**src/rtl/hazard_stall_fsm_pkg.sv**
```systemverilog
// Shared types and helpers for the hazard stall sequencer.
package hazard_pkg;

  typedef enum logic [1:0] {
    S_IDLE  = 2'd0,
    S_STALL = 2'd1,
    S_DRAIN = 2'd2
  } statetype;

  // Lengths are carried at this width through the clamp; CNT_W must not exceed it.
  localparam int LEN_MAX_W = 16;

  function automatic logic [LEN_MAX_W-1:0] eff_len(input logic [LEN_MAX_W-1:0] len);
    return (len == '0) ? LEN_MAX_W'(1) : len;
  endfunction

endpackage

```
**src/rtl/hazard_stall_fsm_if.sv**
```systemverilog
// Request/status bundle between hazard sources and the stall sequencer.
interface hazard_stall_fsm_if #(
  parameter int NUM_SRC = 4,
  parameter int CNT_W   = 4,
  parameter int STAT_W  = 16
);
  localparam int SRC_W = $clog2(NUM_SRC);

  logic [NUM_SRC-1:0]       hz_req;
  logic [NUM_SRC*CNT_W-1:0] hz_len;
  logic                     kill;
  logic                     stall;
  logic                     flush;
  logic [SRC_W-1:0]         active_src;
  logic [STAT_W-1:0]        stall_cycles;

  modport master (
    output hz_req, hz_len, kill,
    input  stall, flush, active_src, stall_cycles
  );

  modport slave (
    input  hz_req, hz_len, kill,
    output stall, flush, active_src, stall_cycles
  );
endinterface

```
**src/rtl/hazard_stall_fsm_hz_prio_enc.sv**
```systemverilog
// Lowest-index-first priority encoder for hazard requests.
module hz_prio_enc #(
  parameter int NUM_SRC = 4
) (
  input  logic [NUM_SRC-1:0]         req,
  output logic                       any,
  output logic [$clog2(NUM_SRC)-1:0] idx
);
  localparam int IDX_W = $clog2(NUM_SRC);

  // Scan downwards so the lowest set index is the last one written.
  always_comb begin
    any = 1'b0;
    idx = '0;
    for (int i = NUM_SRC - 1; i >= 0; i--) begin
      if (req[i]) begin
        any = 1'b1;
        idx = IDX_W'(i);
      end
    end
  end
endmodule

```
**src/rtl/hazard_stall_fsm.sv**
```systemverilog
// Multi-source hazard stall sequencer: fixed-priority grant, timed stall, flush pulse, stall statistics.
module hazard_stall_fsm
  import hazard_pkg::*;
#(
  parameter int NUM_SRC   = 4,
  parameter int CNT_W     = 4,
  parameter int STAT_W    = 16,
  parameter int HOLD_MODE = 1
) (
  input  logic              clk,
  input  logic              hazreset_n,
  hazard_stall_fsm_if.slave hz
);
  localparam int SRC_W = $clog2(NUM_SRC);

  statetype                 state, state_nxt;
  logic [CNT_W-1:0]         cnt, cnt_nxt;
  logic [SRC_W-1:0]         src, src_nxt;
  logic [STAT_W-1:0]        stat;
  logic                     req_any;
  logic [SRC_W-1:0]         req_idx;
  logic [NUM_SRC*CNT_W-1:0] len_bus;
  logic [CNT_W-1:0]         len_sel;
  logic [CNT_W-1:0]         len_eff;

  hz_prio_enc #(.NUM_SRC(NUM_SRC)) u_enc (
    .req (hz.hz_req),
    .any (req_any),
    .idx (req_idx)
  );

  assign len_bus = hz.hz_len;
  assign len_sel = len_bus[req_idx*CNT_W +: CNT_W];
  assign len_eff = CNT_W'(eff_len(LEN_MAX_W'(len_sel)));

  always_ff @(posedge clk or negedge hazreset_n) begin
    if (!hazreset_n) begin
      state <= S_IDLE;
      cnt   <= '0;
      src   <= '0;
    end else begin
      state <= state_nxt;
      cnt   <= cnt_nxt;
      src   <= src_nxt;
    end
  end

  always_comb begin
    state_nxt = state;
    cnt_nxt   = cnt;
    src_nxt   = src;
    case (state)
      S_IDLE, S_DRAIN: begin
        if (req_any) begin
          state_nxt = S_STALL;
          src_nxt   = req_idx;
          cnt_nxt   = len_eff;
        end else begin
          state_nxt = S_IDLE;
        end
      end
      S_STALL: begin
        if (cnt > CNT_W'(1)) begin
          cnt_nxt = cnt - CNT_W'(1);
        end else if ((HOLD_MODE != 0) && hz.hz_req[src]) begin
          cnt_nxt = cnt;
        end else begin
          state_nxt = S_DRAIN;
        end
      end
      default: state_nxt = S_IDLE;
    endcase
    // Abort beats any grant or hold decided above; the last grant index is kept.
    if (hz.kill) begin
      state_nxt = S_IDLE;
      cnt_nxt   = '0;
      src_nxt   = src;
    end
  end

  always_ff @(posedge clk or negedge hazreset_n) begin
    if (!hazreset_n) begin
      stat <= '0;
    end else if ((state == S_STALL) && (stat != '1)) begin
      stat <= stat + STAT_W'(1);
    end
  end

  assign hz.stall        = (state == S_STALL);
  assign hz.flush        = (state == S_DRAIN);
  assign hz.active_src   = src;
  assign hz.stall_cycles = stat;
endmodule

```
**src/flat_wrapper.sv**
```systemverilog
// flat-port wrapper written by rule: the top's interface ports become plain ports
module hazard_stall_fsm_flat import hazard_pkg::*;
#(
  parameter int NUM_SRC   = 4,
  parameter int CNT_W     = 4,
  parameter int STAT_W    = 16,
  parameter int HOLD_MODE = 1
)
  (clk, hazreset_n, hz_hz_req, hz_hz_len, hz_kill, hz_stall, hz_flush, hz_active_src, hz_stall_cycles);
  hazard_stall_fsm_if #(.NUM_SRC(NUM_SRC), .CNT_W(CNT_W), .STAT_W(STAT_W)) hz_i ();
  input  logic clk;
  input  logic hazreset_n;
  input wire logic [$bits(hz_i.hz_req)-1:0] hz_hz_req;
  input wire logic [$bits(hz_i.hz_len)-1:0] hz_hz_len;
  input wire logic [$bits(hz_i.kill)-1:0] hz_kill;
  output wire logic [$bits(hz_i.stall)-1:0] hz_stall;
  output wire logic [$bits(hz_i.flush)-1:0] hz_flush;
  output wire logic [$bits(hz_i.active_src)-1:0] hz_active_src;
  output wire logic [$bits(hz_i.stall_cycles)-1:0] hz_stall_cycles;
  assign hz_i.hz_req = hz_hz_req;
  assign hz_i.hz_len = hz_hz_len;
  assign hz_i.kill = hz_kill;
  assign hz_stall = hz_i.stall;
  assign hz_flush = hz_i.flush;
  assign hz_active_src = hz_i.active_src;
  assign hz_stall_cycles = hz_i.stall_cycles;
  hazard_stall_fsm #(.NUM_SRC(NUM_SRC), .CNT_W(CNT_W), .STAT_W(STAT_W), .HOLD_MODE(HOLD_MODE)) u_core (.clk(clk), .hazreset_n(hazreset_n), .hz(hz_i));
endmodule
```
**config.mk**
```make
export PLATFORM = sky130hd
export DESIGN_NAME = hazard_stall_fsm_flat
export DESIGN_NICKNAME = d
export VERILOG_FILES = /design/src/rtl/hazard_stall_fsm_pkg.sv /design/src/rtl/hazard_stall_fsm_if.sv /design/src/rtl/hazard_stall_fsm_hz_prio_enc.sv /design/src/rtl/hazard_stall_fsm.sv /design/src/flat_wrapper.sv
export SDC_FILE = /design/constraint.sdc
export NUM_CORES = 1
export LEC_CHECK = 0
export BUFFER_PORTS_ARGS = -buffer_cell sky130_fd_sc_hd__buf_2
export CAP_MARGIN = 25
export CORE_ASPECT_RATIO = 1.1
export CORE_UTILIZATION = 35
export DETAILED_ROUTE_END_ITERATION = 12
export PLACE_DENSITY_LB_ADDON = 0.05
export SYNTH_ARGS = -nofsm -noshare
export SYNTH_HDL_FRONTEND = slang
export SYNTH_SLANG_ARGS = --single-unit
```
**constraint.sdc**
```tcl
create_clock -name clk -period 2.05 [get_ports clk]
set_input_delay 0.205 -clock clk [delete_from_list [all_inputs] [get_ports clk]]
set_output_delay 0.205 -clock clk [all_outputs]
set_load 0.01 [all_outputs]
```
# Word level (Yosys, flattened, before mapping)
# Cells that the tools add are included.
dict set report word_totals {
  elab_cells 45
  ff_bits 24
}
dict set report classes {
  eq_ne 7
  shifts 1
  n_mux 20
  order_cmp 2
  n_reduce_logical 8
  add_sub_neg 2
  n_bitwise 1
}
# operator n
set op_table {}
lappend op_table {{$add 16x1->16 const B} 1}
lappend op_table {{$mux 4} 4}
lappend op_table {{$ne 16x16->1 const B} 1}
lappend op_table {{$shiftx 16x5->4} 1}
lappend op_table {{$mux 2} 7}
lappend op_table {{$pmux 4 s2} 1}
lappend op_table {{$mux 1} 6}
lappend op_table {{$ne 3x2->1 const B} 2}
lappend op_table {{$ne 3x3->1 const B} 2}
lappend op_table {{$reduce_and 3->1} 2}
lappend op_table {{$gt 4x1->1 const B} 1}
lappend op_table {{$logic_not 4->1} 1}
lappend op_table {{$pmux 2 s2} 1}
lappend op_table {{$sub 4x1->4 const B} 1}
lappend op_table {{$lt 2x3->1 const B} 1}
lappend op_table {{$reduce_bool 3->1} 1}
lappend op_table {{$bmux 1 s2} 1}
lappend op_table {{$eq 2x1->1 const B} 1}
lappend op_table {{$eq 2x2->1 const B} 1}
lappend op_table {{$logic_not 2->1} 1}
lappend op_table {{$reduce_and 2->1} 1}
lappend op_table {{$reduce_or 2->1} 1}
lappend op_table {{$logic_and 1x1->1} 1}
lappend op_table {{$not 1->1} 1}

# Longest topological paths before layout
dict set report logic_depth {
  word_depth 10
  ltp_mapped 7
  ltp_nobuf 7
}

# Modules after synthesis
# Synthesis repeated with hierarchy kept, for this count alone.
dict set report unflattened {
  hier_cells 135
  area_unflattened_um2 1416.4
}
# module area_each_um2 seq_area_each_um2 instances cells_per_inst
set by_module_without_submodules {}
lappend by_module_without_submodules {hazard_stall_fsm 1381.3 600.6 1 128}
lappend by_module_without_submodules {hz_prio_enc 35.0 0.0 1 7}

# Worst setup path after synthesis
# Ideal clock, no wire load.
dict set report synth_timing {
  kind {reg-to-reg}
  from {register u_core.src[0] (netlist: u_core.hz.active_src[0])}
  to {register u_core.state[0]}
  period_less_slack_ns 1.644
  required_time_ns 1.932
  setup_time_ns 0.118
  path_stages_with_launch 5
  path_buffers 0
  t_arrival_ns 1.527
  path_slack_ns 0.406
  path_cell_list {dfrtp_1 mux4_2 or4_1 a21oi_1 nor2_1}
}
dict set report synth_between {
  elab_chain_len 4
}
# element line
set synth_rtl {}
lappend synth_rtl {{start, declared} hazard_stall_fsm.sv:18} ;# logic [SRC_W-1:0] src, src_nxt;
lappend synth_rtl {{start signal, assigned} hazard_stall_fsm.sv:44} ;# src <= src_nxt;
lappend synth_rtl {{$bmux 1 s2} hazard_stall_fsm.sv:65} ;# end else if ((HOLD_MODE != 0) && hz.hz_req[src]) begin
lappend synth_rtl {{$mux 1 (implied by the code)} hazard_stall_fsm.sv:65}
lappend synth_rtl {{$ne 3x3->1 (no line)} --}
lappend synth_rtl {{$reduce_and 2->1 (no line)} --}
lappend synth_rtl {{end signal, assigned} hazard_stall_fsm.sv:42} ;# state <= state_nxt;
lappend synth_rtl {{end, declared} hazard_stall_fsm.sv:16} ;# statetype state, state_nxt;
# Every way passes these cells. The select of a mux whose other input is x is not followed.
# A chain may end at the register's enable or synchronous reset.

# Worst setup path in the final report
dict set report layout_timing {
  from {register u_core.stat[0] (netlist: u_core.hz.stall_cycles[0])}
  to {register u_core.stat[8] (netlist: u_core.hz.stall_cycles[8])}
}
dict set report layout_between {
  elab_chain_len 2
  elab_cells_between_ends 3
  classes_between {1 x add/sub; 1 x eq/ne; 1 x reduce/logical}
}
# element line
set layout_rtl {}
lappend layout_rtl {{start, declared} hazard_stall_fsm.sv:19} ;# logic [STAT_W-1:0] stat;
lappend layout_rtl {{start signal, assigned} hazard_stall_fsm.sv:85} ;# stat <= stat + STAT_W'(1);
lappend layout_rtl {{branches (longest 2 deep; another with $add 16x1->16)} --}
# Parallel ways; which one is timed is not known.

==> flow_results.org <==
** Status
- Run status :: finished clean

** Timing
- Max-slew violation count :: 0
- FMAX :: about 570 MHz
- Unrepaired setup endpoints after global routing :: no
- Endpoints failing hold :: 0
- Between clock sinks in the finished design, the worst skew comes to between 2 and 3 ps.
- At the pin with the least slew margin, the transition time is 528 ps.
- Setup total negative slack on the finished layout was measured at 0 ps.
- In this run the tightest slew margin relative to its limit is 0.648.
- Counting I/O delays and the setup requirement, the final critical path takes between 1500 and 2000 ps.
- Final Setup Violations :: 0
- In the finished design, the share of the clock period the worst path needs comes to 0.859.

** Critical path
- The worst register-to-register path has a depth of 6.
- Data arrival time of the worst path :: around 1900 ps
- STA classifies the critical path startpoint as a flip-flop.
- Worst EP required :: about 2200 ps
- The worst register-to-register path has a setup slack of between 200 and 300 ps.
- Origin of the critical flop-to-flop path :: u_core.hz.stall_cycles[0]$_DFFE_PN0P_
- Start point of the critical path :: u_core.hz.stall_cycles[0]$_DFFE_PN0P_
- The critical path is of the flip-flop to flip-flop type.
- Maximum fanout along the worst path :: 4
- The endpoint identified for the worst register-to-register timing path is u_core.hz.stall_cycles[8]$_DFFE_PN0P_.
- Endpoint class of the critical path :: flip-flop

** Synthesis
- Yosys mapped a number of flops with a built-in enable equal to 0.
- Sorting the synthesized cells by area gives the leading types as sky130_fd_sc_hd__dfrtp_1 40%, sky130_fd_sc_hd__nor2_1 4.8%, sky130_fd_sc_hd__xnor2_1 4.7%.
- Xor/xnor cell area share of the yosys netlist :: 0.0767
- Most common cell in the netlist :: sky130_fd_sc_hd__dfrtp_1
- The synthesized netlist occupies a cell area of between 0.001 and 0.0015 mm^2.
- Library cell occupying the most area in the post-synthesis netlist :: sky130_fd_sc_hd__dfrtp_1
- Fraction of synthesized cell area taken by the top area cell type :: 0.405
- Synthesized-area fraction occupied by and/or/nand/nor cells :: 0.232
- Multiplexer area fraction after synthesis :: 0.0304
- Total number of yosys warnings :: 0
- The number of nets handed over by synthesis was about 180.
- A synthesized cell averages 9.76 um^2.
- Commonest cells post-synth :: 24 x sky130_fd_sc_hd__dfrtp_1, 19 x sky130_fd_sc_hd__nor2_1, 12 x sky130_fd_sc_hd__nand2_1, 8 x sky130_fd_sc_hd__xnor2_1, 7 x sky130_fd_sc_hd__a21oi_1
- Among all flip-flop cells after synthesis, the most frequent one is sky130_fd_sc_hd__dfrtp_1.
- Number of storage elements in the synthesis netlist :: 24
- Library cells used by synthesis :: 47
- Synthesis handed over a netlist of ~150 instances.
- The share of the Yosys chip area taken by registers is 0.405.
- Combinational family with the most area after synthesis :: simple AND/OR/NAND/NOR gates
- In the synthesized netlist the async set-or-reset flop fraction comes to 1.00.
- The synthesized-area fraction occupied by ao, oa, aoi and oai cells is 0.197.
- Of the total synthesized cell area, the portion taken by full adders, half adders and majority gates is 0.0253.

** Clock tree
- Buffers inserted to repair hold after CTS numbered 1.
- Max Buffers Root-to-Sink :: 2
- H-Tree Depth :: 1
- The tree is rooted in a sky130_fd_sc_hd__clkbuf_8.
- TritonCTS built the clock tree.
- Post-CTS repair changed the size of 0 cells.
- In this run, CTS created clock tree buffers numbering 3.
- Number of setup buffers added after CTS :: 0
- Clock-pin slew was measured on the worst setup and hold paths at about 80 ps.
- Worst skew pair latency :: roughly 260 ps
- The clock drives 24 sinks.

** Drt
- The detailed router finished its first iteration with 61 violations.
- Top routing layer used :: met4
- In the routed design, unresolved DRC markers number 0.
- Average detailed-routed wire length per instance :: approximately 14 um
- Final ANT Viol Nets :: 0
- Met2 wirelength from detailed routing :: roughly 1800 um
- The routed layout has roughly 1,300 vias.
- Met3 WL post-DR :: 118 um
- The detailed router put a total of 1500 um of wire on met1.
- Via density :: 5.30
- DRT Wirelength :: between 3000 and 4000 um
- DRT Pass-1 Iters :: 4

** Placed design
- Routability-driven placement finished with a final weighted congestion of about 0.75.
- Placed cell areas :: 0.00175 mm^2
- Port buffering added 42 buffers.
- Once placement completed, the tool counted placed cells totaling between 200 and 250.
- Summed over all nets, the half-perimeter wirelength after detailed placement is around 2700 um.

** Floorplan
- Floorplan row count :: 24
- The floorplan step defined a core boundary enclosing roughly 0.0040 mm^2.
- Horizontal die dimension :: about 64 um
- For this configuration, the core starts out at a cell density of 0.369.
- For this design the top-level I/O count stands at between 40 and 50.
- The floorplan step set the die height to 70.3 um.
- The floorplan step defined a die boundary enclosing 0.00450 mm^2.

** Power and ir drop
- VDD sags by at most approximately 250 uV.
- In this run the power density over the cells is a little under 800 mW/mm^2.
- Reported leakage power :: 0.824 nW
- Final total power :: 0.00140 W

** GRT
- The via count of the first global-routing pass was approximately 1,300.
- Number of antenna violations at the first check in global routing :: 0
- Maximum number of pins on one net before global-route repair :: 25
- After global routing the overflow that remains totals 0.
- The first global-routing pass estimated 6080 um of wire.
- Across every metal layer, demand over resource in global routing totals 0.169.

** Layout
- Relative to the synthesized area, the layout overhead comes to 21.2%.
- The finished cells cover 0.00180 mm^2.
- Layout Utilization :: 0.447
- Once layout is complete, the cells apart from fillers number 249.
- Net count, final :: 225
- Of the cells placed in the final design, the portion with a size suffix greater than 1 is 0.294.
- Diode insertion count for antenna repair :: 0
- Counting the fill cells in the layout gives 431.

** Hold path
- The startpoint identified for the worst hold timing path is hz_kill.
- The path with the worst hold slack has its endpoint at u_core.cnt[2]$_DFFE_PN0P_.
- The path class of the tightest hold or removal check is primary input to flip-flop.
- Hold Crit Depth :: 2

** Flow run
- Max-cap violations :: 0
[layout make-up]
cell class                 count  area, um^2  share of cell area
clock buffer                   3        41.3              0.0230
inverter                       6        22.5              0.0125
multi-input combinational    119         833               0.463
sequential                    24         601               0.334
tap                           52        65.1              0.0362
timing repair buffer          45         235               0.131
[power by group]
group | switching (W) | total [W] | internal (W)
Combinational | 0.000248 | 0.000471 | 0.000223
Clock | 0.000137 | 0.000268 | 0.000131
Sequential | 0.000101 | 0.000660 | 0.000559
Total | 0.000486 | 0.00140 | 0.000913
[routing by layer]
layer  track usage  vias up
met2         0.311       37
met5             0        -
met4        0.0455        0
met3        0.0180        2
met1         0.204      635
li1              -      645
[kinds of logic after synthesis]
group	after synthesis
AOI/OAI and AO/OA	35
xor gates and xnor gates	13
adders and majority gates	3
buffers and inverters	9
DFF	24
muxes	3
and+or+nand+nor	65
[sequential cells by signal, summed over array words and instances, names as in the netlist]
name	cells
u_core.state	2
u_core.hz.stall_cycles	16
u_core.cnt	4
u_core.hz.active_src	2
[cells in the final DEF (no fill, tap or decap), types with 4 or more instances in the layout]
cell	instances
sky130_fd_sc_hd__xnor2_1	8
sky130_fd_sc_hd__a21oi_1	7
sky130_fd_sc_hd__o22ai_1	5
sky130_fd_sc_hd__dfrtp_1	24
sky130_fd_sc_hd__xor2_1	5
sky130_fd_sc_hd__nand4_1	5
sky130_fd_sc_hd__buf_2	42
sky130_fd_sc_hd__nand2b_1	4
sky130_fd_sc_hd__nand2_1	12
sky130_fd_sc_hd__inv_1	5
sky130_fd_sc_hd__nor2_1	19
sky130_fd_sc_hd__nor3_1	6
[stage by stage]
stage	hold WS (ps)	setup slack [ps]
after floorplan	-90.6	406
after global placement	214	362
after detailed placement	222	326
after CTS	225	304
after global routing	230	105
final	236	289
[worst max-delay path, stage by stage (launching register included)]
cell and delay [ps]:
sky130_fd_sc_hd__dfrtp_1 410, sky130_fd_sc_hd__ha_1 220, sky130_fd_sc_hd__nand4_1 220, sky130_fd_sc_hd__nor2_1 260, sky130_fd_sc_hd__o21a_1 260, sky130_fd_sc_hd__nand4_1 150, sky130_fd_sc_hd__xnor2_1 140
[how the worst max path moves through the flow]
stage	cells past startpoint	endpoint	slack, ps
2_1_floorplan	4	u_core.state[0]$_DFFE_PN0P_	410
3_3_place_gp	4	u_core.state[0]$_DFFE_PN0P_	360
3_5_place_dp	6	u_core.hz.stall_cycles[8]$_DFFE_PN0P_	330
4_1_cts	6	u_core.hz.stall_cycles[8]$_DFFE_PN0P_	300
5_1_grt	6	u_core.hz.stall_cycles[8]$_DFFE_PN0P_	100
6_report	6	u_core.hz.stall_cycles[8]$_DFFE_PN0P_	290
Power figures use the tool's default switching activity.
